### src/rtl/pipe_stage_reg_if.sv
// Valid/ready stream carried between pipeline stages.
// The master drives valid/data, the slave drives ready.
interface pipe_stage_reg_if #(
    parameter int DATA_W = 32
) ();
    logic              valid;
    logic [DATA_W-1:0] data;
    logic              ready;

    modport master (output valid, output data, input ready);
    modport slave  (input valid, input data, output ready);
endinterface

### src/rtl/pipe_stage_reg.sv
// Pipeline stage register with optional two-entry skid buffer.
// SKID=0: single entry, ready is combinational from downstream ready.
// SKID=1: main + skid entries, ready is a register output so the
//         downstream ready never reaches upstream combinationally.
// flush squashes everything held plus the item offered that cycle.
// stall_cnt_o saturates on cycles where an item waits on downstream.
module pipe_stage_reg #(
    parameter int DATA_W = 32,
    parameter int SKID   = 1,
    parameter int CNT_W  = 16
) (
    input  logic             clk,
    input  logic             rst,
    input  logic             flush_i,
    pipe_stage_reg_if.slave  up_i,
    pipe_stage_reg_if.master dn_o,
    output logic [CNT_W-1:0] stall_cnt_o
);

    typedef enum logic [1:0] {
        ST_EMPTY = 2'd0,
        ST_ONE   = 2'd1,
        ST_TWO   = 2'd2
    } state_e;

    state_e            state_q, state_d;
    logic [DATA_W-1:0] main_q, main_d;
    logic [DATA_W-1:0] skid_q, skid_d;
    logic [CNT_W-1:0]  stall_cnt_q, stall_cnt_d;

    logic out_valid;
    logic in_ready;
    logic in_fire;
    logic out_fire;
    logic ld_main_in;
    logic ld_main_skid;
    logic ld_skid;

    assign out_valid = (state_q != ST_EMPTY);
    assign in_fire   = up_i.valid && in_ready && !flush_i;
    assign out_fire  = out_valid && dn_o.ready;

    generate
        if (SKID != 0) begin : g_skid
            logic in_ready_q;

            // Ready tracks whether a slot will be free after this edge.
            always_ff @(posedge clk) begin
                if (rst) begin
                    in_ready_q <= 1'b1;
                end else begin
                    in_ready_q <= (state_d != ST_TWO);
                end
            end

            // Upstream drops its squashed item during flush, so ready is forced high.
            assign in_ready = in_ready_q || flush_i;

            // The registered ready must always mirror "not full".
            a_ready_mirrors_state: assert property (
                @(posedge clk) disable iff (rst) in_ready_q == (state_q != ST_TWO));
        end else begin : g_noskid
            // A single entry can accept whenever it is empty or being drained.
            assign in_ready = !out_valid || dn_o.ready || flush_i;

            // Without a skid slot the second entry must never be used.
            a_no_two: assert property (
                @(posedge clk) disable iff (rst) state_q != ST_TWO);
        end
    endgenerate

    assign up_i.ready  = in_ready;
    assign dn_o.valid  = out_valid;
    assign dn_o.data   = main_q;
    assign stall_cnt_o = stall_cnt_q;

    // A full stage must never accept another item.
    a_no_accept_full: assert property (
        @(posedge clk) disable iff (rst) (state_q == ST_TWO) |-> !in_fire);

    // State register: occupancy plus datapath and stall counter.
    always_ff @(posedge clk) begin
        if (rst) begin
            state_q     <= ST_EMPTY;
            main_q      <= '0;
            skid_q      <= '0;
            stall_cnt_q <= '0;
        end else begin
            state_q     <= state_d;
            main_q      <= main_d;
            skid_q      <= skid_d;
            stall_cnt_q <= stall_cnt_d;
        end
    end

    // Next occupancy: flush wins over every transfer.
    always_comb begin
        state_d = state_q;
        if (flush_i) begin
            state_d = ST_EMPTY;
        end else begin
            case (state_q)
                ST_EMPTY: begin
                    if (in_fire) state_d = ST_ONE;
                end
                ST_ONE: begin
                    if (in_fire && !out_fire && (SKID != 0)) state_d = ST_TWO;
                    else if (!in_fire && out_fire)           state_d = ST_EMPTY;
                end
                ST_TWO: begin
                    if (out_fire) state_d = ST_ONE;
                end
                default: state_d = ST_EMPTY;
            endcase
        end
    end

    // Load strobes: which register captures what on this edge.
    always_comb begin
        ld_main_in   = 1'b0;
        ld_main_skid = 1'b0;
        ld_skid      = 1'b0;
        if (!flush_i) begin
            case (state_q)
                ST_EMPTY: ld_main_in = in_fire;
                ST_ONE: begin
                    // Simultaneous in/out replaces main; input alone parks in skid.
                    ld_main_in = in_fire && out_fire;
                    ld_skid    = in_fire && !out_fire && (SKID != 0);
                end
                ST_TWO:   ld_main_skid = out_fire;
                default: ;
            endcase
        end
    end

    // Data next-state: registers hold bit-identical unless strobed.
    always_comb begin
        main_d = main_q;
        skid_d = skid_q;
        if (ld_main_in)        main_d = up_i.data;
        else if (ld_main_skid) main_d = skid_q;
        if (ld_skid)           skid_d = up_i.data;
    end

    // Stall counter: saturating, independent of flush.
    always_comb begin
        stall_cnt_d = stall_cnt_q;
        if (out_valid && !dn_o.ready && (stall_cnt_q != {CNT_W{1'b1}}))
            stall_cnt_d = stall_cnt_q + CNT_W'(1);
    end

endmodule

### src/flat_wrapper.sv
// flat-port wrapper written by rule: the top's interface ports become plain ports
module pipe_stage_reg_flat 
#(
    parameter int DATA_W = 32,
    parameter int SKID   = 1,
    parameter int CNT_W  = 16
)
  (clk, rst, flush_i, stall_cnt_o, up_i_valid, up_i_data, up_i_ready, dn_o_valid, dn_o_data, dn_o_ready);
  pipe_stage_reg_if #(.DATA_W(DATA_W)) up_i_i ();
  pipe_stage_reg_if #(.DATA_W(DATA_W)) dn_o_i ();
  input  logic clk;
  input  logic rst;
  input  logic flush_i;
  output logic [CNT_W-1:0] stall_cnt_o;
  input wire logic [$bits(up_i_i.valid)-1:0] up_i_valid;
  input wire logic [$bits(up_i_i.data)-1:0] up_i_data;
  output wire logic [$bits(up_i_i.ready)-1:0] up_i_ready;
  output wire logic [$bits(dn_o_i.valid)-1:0] dn_o_valid;
  output wire logic [$bits(dn_o_i.data)-1:0] dn_o_data;
  input wire logic [$bits(dn_o_i.ready)-1:0] dn_o_ready;
  assign up_i_i.valid = up_i_valid;
  assign up_i_i.data = up_i_data;
  assign up_i_ready = up_i_i.ready;
  assign dn_o_valid = dn_o_i.valid;
  assign dn_o_data = dn_o_i.data;
  assign dn_o_i.ready = dn_o_ready;
  pipe_stage_reg #(.DATA_W(DATA_W), .SKID(SKID), .CNT_W(CNT_W)) u_core (.clk(clk), .rst(rst), .flush_i(flush_i), .up_i(up_i_i), .dn_o(dn_o_i), .stall_cnt_o(stall_cnt_o));
endmodule
### config.mk
export PLATFORM = sky130hd
export DESIGN_NAME = pipe_stage_reg_flat
export DESIGN_NICKNAME = d
export VERILOG_FILES = /design/src/rtl/pipe_stage_reg_if.sv /design/src/rtl/pipe_stage_reg.sv /design/src/flat_wrapper.sv
export SDC_FILE = /design/constraint.sdc
export NUM_CORES = 1
export LEC_CHECK = 0
export CAP_MARGIN = 0
export CELL_PAD_IN_SITES_DETAIL_PLACEMENT = 2
export CELL_PAD_IN_SITES_GLOBAL_PLACEMENT = 2
export CORE_AREA = 5 5 116 118
export DETAILED_ROUTE_END_ITERATION = 6
export DIE_AREA = 0 0 121 123
export PLACE_DENSITY = 0.84
export SETUP_SLACK_MARGIN = 0.02
export SYNTH_ARGS = -nofsm -noshare
export SYNTH_HDL_FRONTEND = slang
export SYNTH_SLANG_ARGS = --single-unit
### constraint.sdc
create_clock -name clk -period 2.6 [get_ports clk]
set_input_delay 0.65 -clock clk [delete_from_list [all_inputs] [get_ports clk]]
set_output_delay 0.65 -clock clk [all_outputs]
set_load 0.005 [all_outputs]
After elaboration in Yosys (flattened, before gate mapping)

Index checks and enable logic that the tools add are counted.

Add/sub/neg operators: 1
Equality and inequality tests: 4
Multiplexer cells: 14
Reduce and logical (&&, ||, !) cells: 16

Operators by type and width:

| cell                                           | number |
|---|---|
| two-way mux 32 bit                             | 2 |
| adder 16 x 1 -> 16 bit (second input constant) | 1 |
| inequality test 16 bit (second input constant) | 1 |
| two-way mux 2 bit                              | 5 |
| logical AND 1 bit                              | 8 |
| one-hot mux 2 bit (3 select lines)             | 1 |
| two-way mux 1 bit                              | 5 |
| logical NOT 1 bit                              | 4 |
| nonzero test 2 bit                             | 2 |
| == test 2 x 1 -> 1 bit (second input constant) | 1 |
| == test 2 bit (second input constant)          | 1 |
| logical NOT 2 bit                              | 1 |
| inequality test 2 bit (second input constant)  | 1 |
| one-hot mux 1 bit (2 select lines)             | 1 |
| logical OR 1 bit                               | 1 |

Bits in registers: 83
Bits of input ports: 37
Output and inout bits: 50
Word-level logic and storage cells: 40

Longest topological paths before layout

Depth after elaboration: 10
Mapped depth: 7
Depth with buffers taken out: 5

Worst setup path before layout

OpenSTA, ideal clock, no wires.

Path type: input to register
Start point: in dn_o_ready
End point: reg u_core.stall_cnt_q[14] (netlist: u_core.stall_cnt_o[14])
Library setup time: 70 ps
Arrival: 2017 ps
Required time: 2530 ps
Setup slack: 513 ps
Stages: 4
Cell sequence: o21bai_1 > or4b_4 > or4_1 > a21oi_1

Word-level cells in the longest chain between the ends: 3

Ends and longest elaborated chain:

| item                           | RTL line              | text |
|---|---|---|
| from (decl)                    | flat_wrapper.sv:20    | `input wire logic [$bits(dn_o_i.ready)-1:0] dn_o_ready;` |
| logical NOT 1 bit              | pipe_stage_reg.sv:149 | `if (out_valid && !dn_o.ready && (stall_cnt_q != {CNT_W{1'b1}}))` |
| logical AND 1 bit (2 in a row) | pipe_stage_reg.sv:149 |  |
| to (signal assigned)           | pipe_stage_reg.sv:92  | `stall_cnt_q <= stall_cnt_d;` |
| to (decl)                      | pipe_stage_reg.sv:29  | `logic [CNT_W-1:0] stall_cnt_q, stall_cnt_d;` |

No other way between the ends.
A chain may end at the register's enable or synchronous reset.

Final worst setup path

Start point: in dn_o_ready
End point: reg u_core.main_q[13] (netlist: u_core.dn_o.data[13])

Word-level cells in the longest chain between the ends: 5
Elaborated cells between the ends (all ways): 8
Classes of those cells: 5 x mux; 3 x reduce/logical

Ends and longest elaborated chain:

| item                                                            | RTL line              | text |
|---|---|---|
| logical AND 1 bit (*)                                           | pipe_stage_reg.sv:41  | `assign out_fire = out_valid && dn_o.ready;` |
| logical AND 1 bit                                               | pipe_stage_reg.sv:128 | `ld_main_in = in_fire && out_fire;` |
| one-hot mux 1 bit (2 select lines)                              | pipe_stage_reg.sv:124 | `case (state_q)` |
| two-way mux 1 bit                                               | pipe_stage_reg.sv:123 | `if (!flush_i) begin` |
| two-way mux 32 bit / nonzero test 2 bit (equally long branches) | -                     |  |
| to (signal assigned)                                            | pipe_stage_reg.sv:90  | `main_q <= main_d;` |
| to (decl)                                                       | pipe_stage_reg.sv:27  | `logic [DATA_W-1:0] main_q, main_d;` |

Every way passes the cells marked *; elsewhere a longest branch is shown, timed or not.

==> flow_metrics.env <==
export IMPL_postPlaceCellArea_mm2=0.00447
export IMPL_hold_path_class="reg -> reg"
export IMPL_cap_violations=0
export IMPL_grt_overflow=0
export IMPL_critPathMaxStageDelay_ns=0.77
export IMPL_synth_edff_count=0
export IMPL_finalWeightedCongestion=0.758
export IMPL_critPathCaptureType="register"
export IMPL_syn_area_per_cell_um2=8.23
export IMPL_relSlewSlack=0.382
export IMPL_leakage_uw=0.00158
export IMPL_area_growth_pct=43.9
export IMPL_timing_rr_end="u_core.stall_cnt_o[14]"
export IMPL_startpoint_type="primary input"
export IMPL_antenna_left=0
export IMPL_synth_top_cell_area_share=0.499
export IMPL_rsz0062_at_grt="false"
export IMPL_vias=3327
export IMPL_die_w_um=121
export IMPL_clock_root_buffer="clkbuf_16"
export IMPL_postCtsSetupBuffers=0
export IMPL_status="finished, final reports clean"
export IMPL_numCtsBuffers=9
export IMPL_syn_area_mm2=0.00333
export IMPL_clk_pin_slew_ns=0.06
export IMPL_r2r_cells=5
export IMPL_die_h_um=123
export IMPL_skew_ns=0.00484
export IMPL_yosysSeqAreaShare=0.499
export IMPL_routed_wl_um=11200
export IMPL_crit_path_max_fanout=32
export IMPL_maxSlewViolCount=0
export IMPL_synth_area_leaders="dfxtp_1, a21oi_1, nand2_1"
export IMPL_postSynthCellCount=405
export IMPL_rrSetupSlack_ns=0.55
export IMPL_rows=41
export IMPL_synth_cell_types=34
export IMPL_diodes=0
export IMPL_synth_common_cells="nand2_1, dfxtp_1, a21oi_1, a22oi_1, clkbuf_1"
export IMPL_finalCriticalPeriod_ns=2.33
export IMPL_vias_per_cell=5.00
export IMPL_io_buffers=86
export IMPL_wl_per_cell_um=16.8
export IMPL_hold_end="u_core.skid_q[7]"
export IMPL_finalHoldViolCount=0
export IMPL_grt_max_degree=33
export IMPL_dr_pass1_iters=4
export IMPL_criticalPathCategory="in -> reg"
export IMPL_grt_first_pass_wirelength_um=18600
export IMPL_drive_above_1_share=0.0891
export IMPL_finalInstanceArea_mm2=0.00479
export IMPL_drc=0
export IMPL_pin_count=87
export IMPL_cts_tree="done"
export IMPL_slowest_stage="a21oi_4"
export IMPL_core_mm2=0.0124
export IMPL_r2r_start="u_core.stall_cnt_o[0]"
export IMPL_max_freq_ghz=0.429
export IMPL_hpwl_um=7860
export IMPL_grt_total_usage=0.155
export IMPL_antenna_found_initial=0
export IMPL_yosysWarnings=0
export IMPL_start_util=0.270
export IMPL_die_area_mm2=0.0149
export IMPL_drt_iter0_drc=193
export IMPL_synth_main_ff_cell="dfxtp_1"
export IMPL_clock_path_buffers=2
export IMPL_yosys_area_top_type="dfxtp_1"
export IMPL_post_route_period_util=0.896
export IMPL_ys_seq_elements=83
export IMPL_path_cells="clkdlybuf4s50_1, buf_4, nand2b_1, a21oi_4, nand2_1, a21oi_1"
export IMPL_first_global_vias=3664
export IMPL_worstSkewPairLatency_ns=0.33
export IMPL_required_ns=2.85
export IMPL_htreeDepth=3
export IMPL_fin_nets=527
export IMPL_ir_drop_v=0.000220
export IMPL_holdWs_ns=0.460
export IMPL_powerDensity_mw_per_mm2=619
export IMPL_hold_start="u_core.skid_q[7]"
export IMPL_synthesis_nets=443
export IMPL_synthArstFlopShare=0
export IMPL_setup_viol=0
export IMPL_crit_arrival_ns=2.58
export IMPL_cts_sinks=83
export IMPL_hold_path_depth=2
export IMPL_worst_slew_pin_slew_ns=0.925
export IMPL_yosysMostFrequentCell="nand2_1"
[worst max-delay path by stage]
stage / cells past startpoint / start / to / slack, ns
5_1_grt: 6 / dn_o_ready / u_core.dn_o.data[21] / 0.03
6_report: 6 / dn_o_ready / u_core.dn_o.data[13] / 0.27
2_1_floorplan: 4 / dn_o_ready / u_core.stall_cnt_o[14] / 0.51
4_1_cts: 3 / flush_i / up_i_ready / 0.04
3_5_place_dp: 6 / dn_o_ready / u_core.dn_o.data[24] / -0.13
3_3_place_gp: 6 / dn_o_ready / u_core.dn_o.data[17] / -0.04
[routing by layer]
metal	vias up	global-route usage	routed length, µm
li1	1602	-	-
met1	1659	0.198	5070
met2	58	0.266	5680
met3	8	0.0247	342
met4	0	0.0567	99
met5	-	0	0
[placed cells by master, fill, tap and decap left out, drive strengths merged, types with 3 or more instances in the layout]
cell type / Yosys / routed
nor2b: 3 / 3
nand4: 4 / 4
nand2: 103 / 103
nor4: 4 / 4
clkinv: 0 / 3
inv: 3 / 4
clkbuf: 29 / 10
o31ai: 7 / 7
or2: 3 / 3
o21ai: 4 / 4
a21oi: 80 / 80
buf: 1 / 18
clkdlybuf4s50: 0 / 84
dfxtp: 83 / 83
or4: 9 / 9
nand3: 6 / 6
or3: 4 / 4
a22oi: 32 / 32
o41ai: 3 / 3
nor2: 7 / 7
[layout make-up]
class	count	area (µm²)
flip-flops and latches	83	1660
fillers	1377	7570
multi-input cells	289	1570
repair buffers	103	1010
well taps	172	215
clock buffers	10	239
clock inverters	6	87.6
inverters	3	11.3
[through the flow]
stage / setup TNS, ns / power (µW) / worst slack [ns] / util / cells
2_1_floorplan: 0 / 1430 / 0.513 / - / 405
3_3_place_gp: -0.513 / 1590 / -0.0376 / 0.361 / 650
3_5_place_dp: -2.75 / 1600 / -0.129 / 0.361 / 650
4_1_cts: 0 / 3010 / 0.0422 / 0.388 / 666
5_1_grt: 0 / 3080 / 0.0303 / 0.388 / 666
6_report: 0 / 2970 / 0.271 / 0.388 / 666
[critical path: cells and delay by family]
family                 cells  cell delay, ns
AOI/OAI and AO/OA          2            0.97
and+or+nand+nor            2            0.33
buffers and inverters      2            0.61
[power breakdown]
group          internal [µW]  total, µW  switching (µW)
clock                    870       1400             535
combinational            130        242             112
sequential              1300       1320            20.5
total                   2300       2970             668
[state kept, by name, summed over array words and instances (netlist names)]
signal,cells
u_core.dn_o.data,32
u_core.skid_q,32
u_core.g_skid.in_ready_q,1
u_core.state_q,2
u_core.stall_cnt_o,16
[logic make-up after synthesis]
| group | after synthesis | share of synthesized area |
|---|---|---|
| simple gates | 153 | 0.214 |
| compound gates | 134 | 0.242 |
| flops | 83 | 0.499 |
| buf+inv | 33 | 0.0383 |
| mux | 1 | 0.00338 |
| fa+ha+maj | 1 | 0.00375 |
[repair_timing]
item	4_1_cts	5_1_grt
setup endpoints to repair	0	1
resized for setup	0	1
hold buffers	0	0
Power figures use the tool's default switching activity.
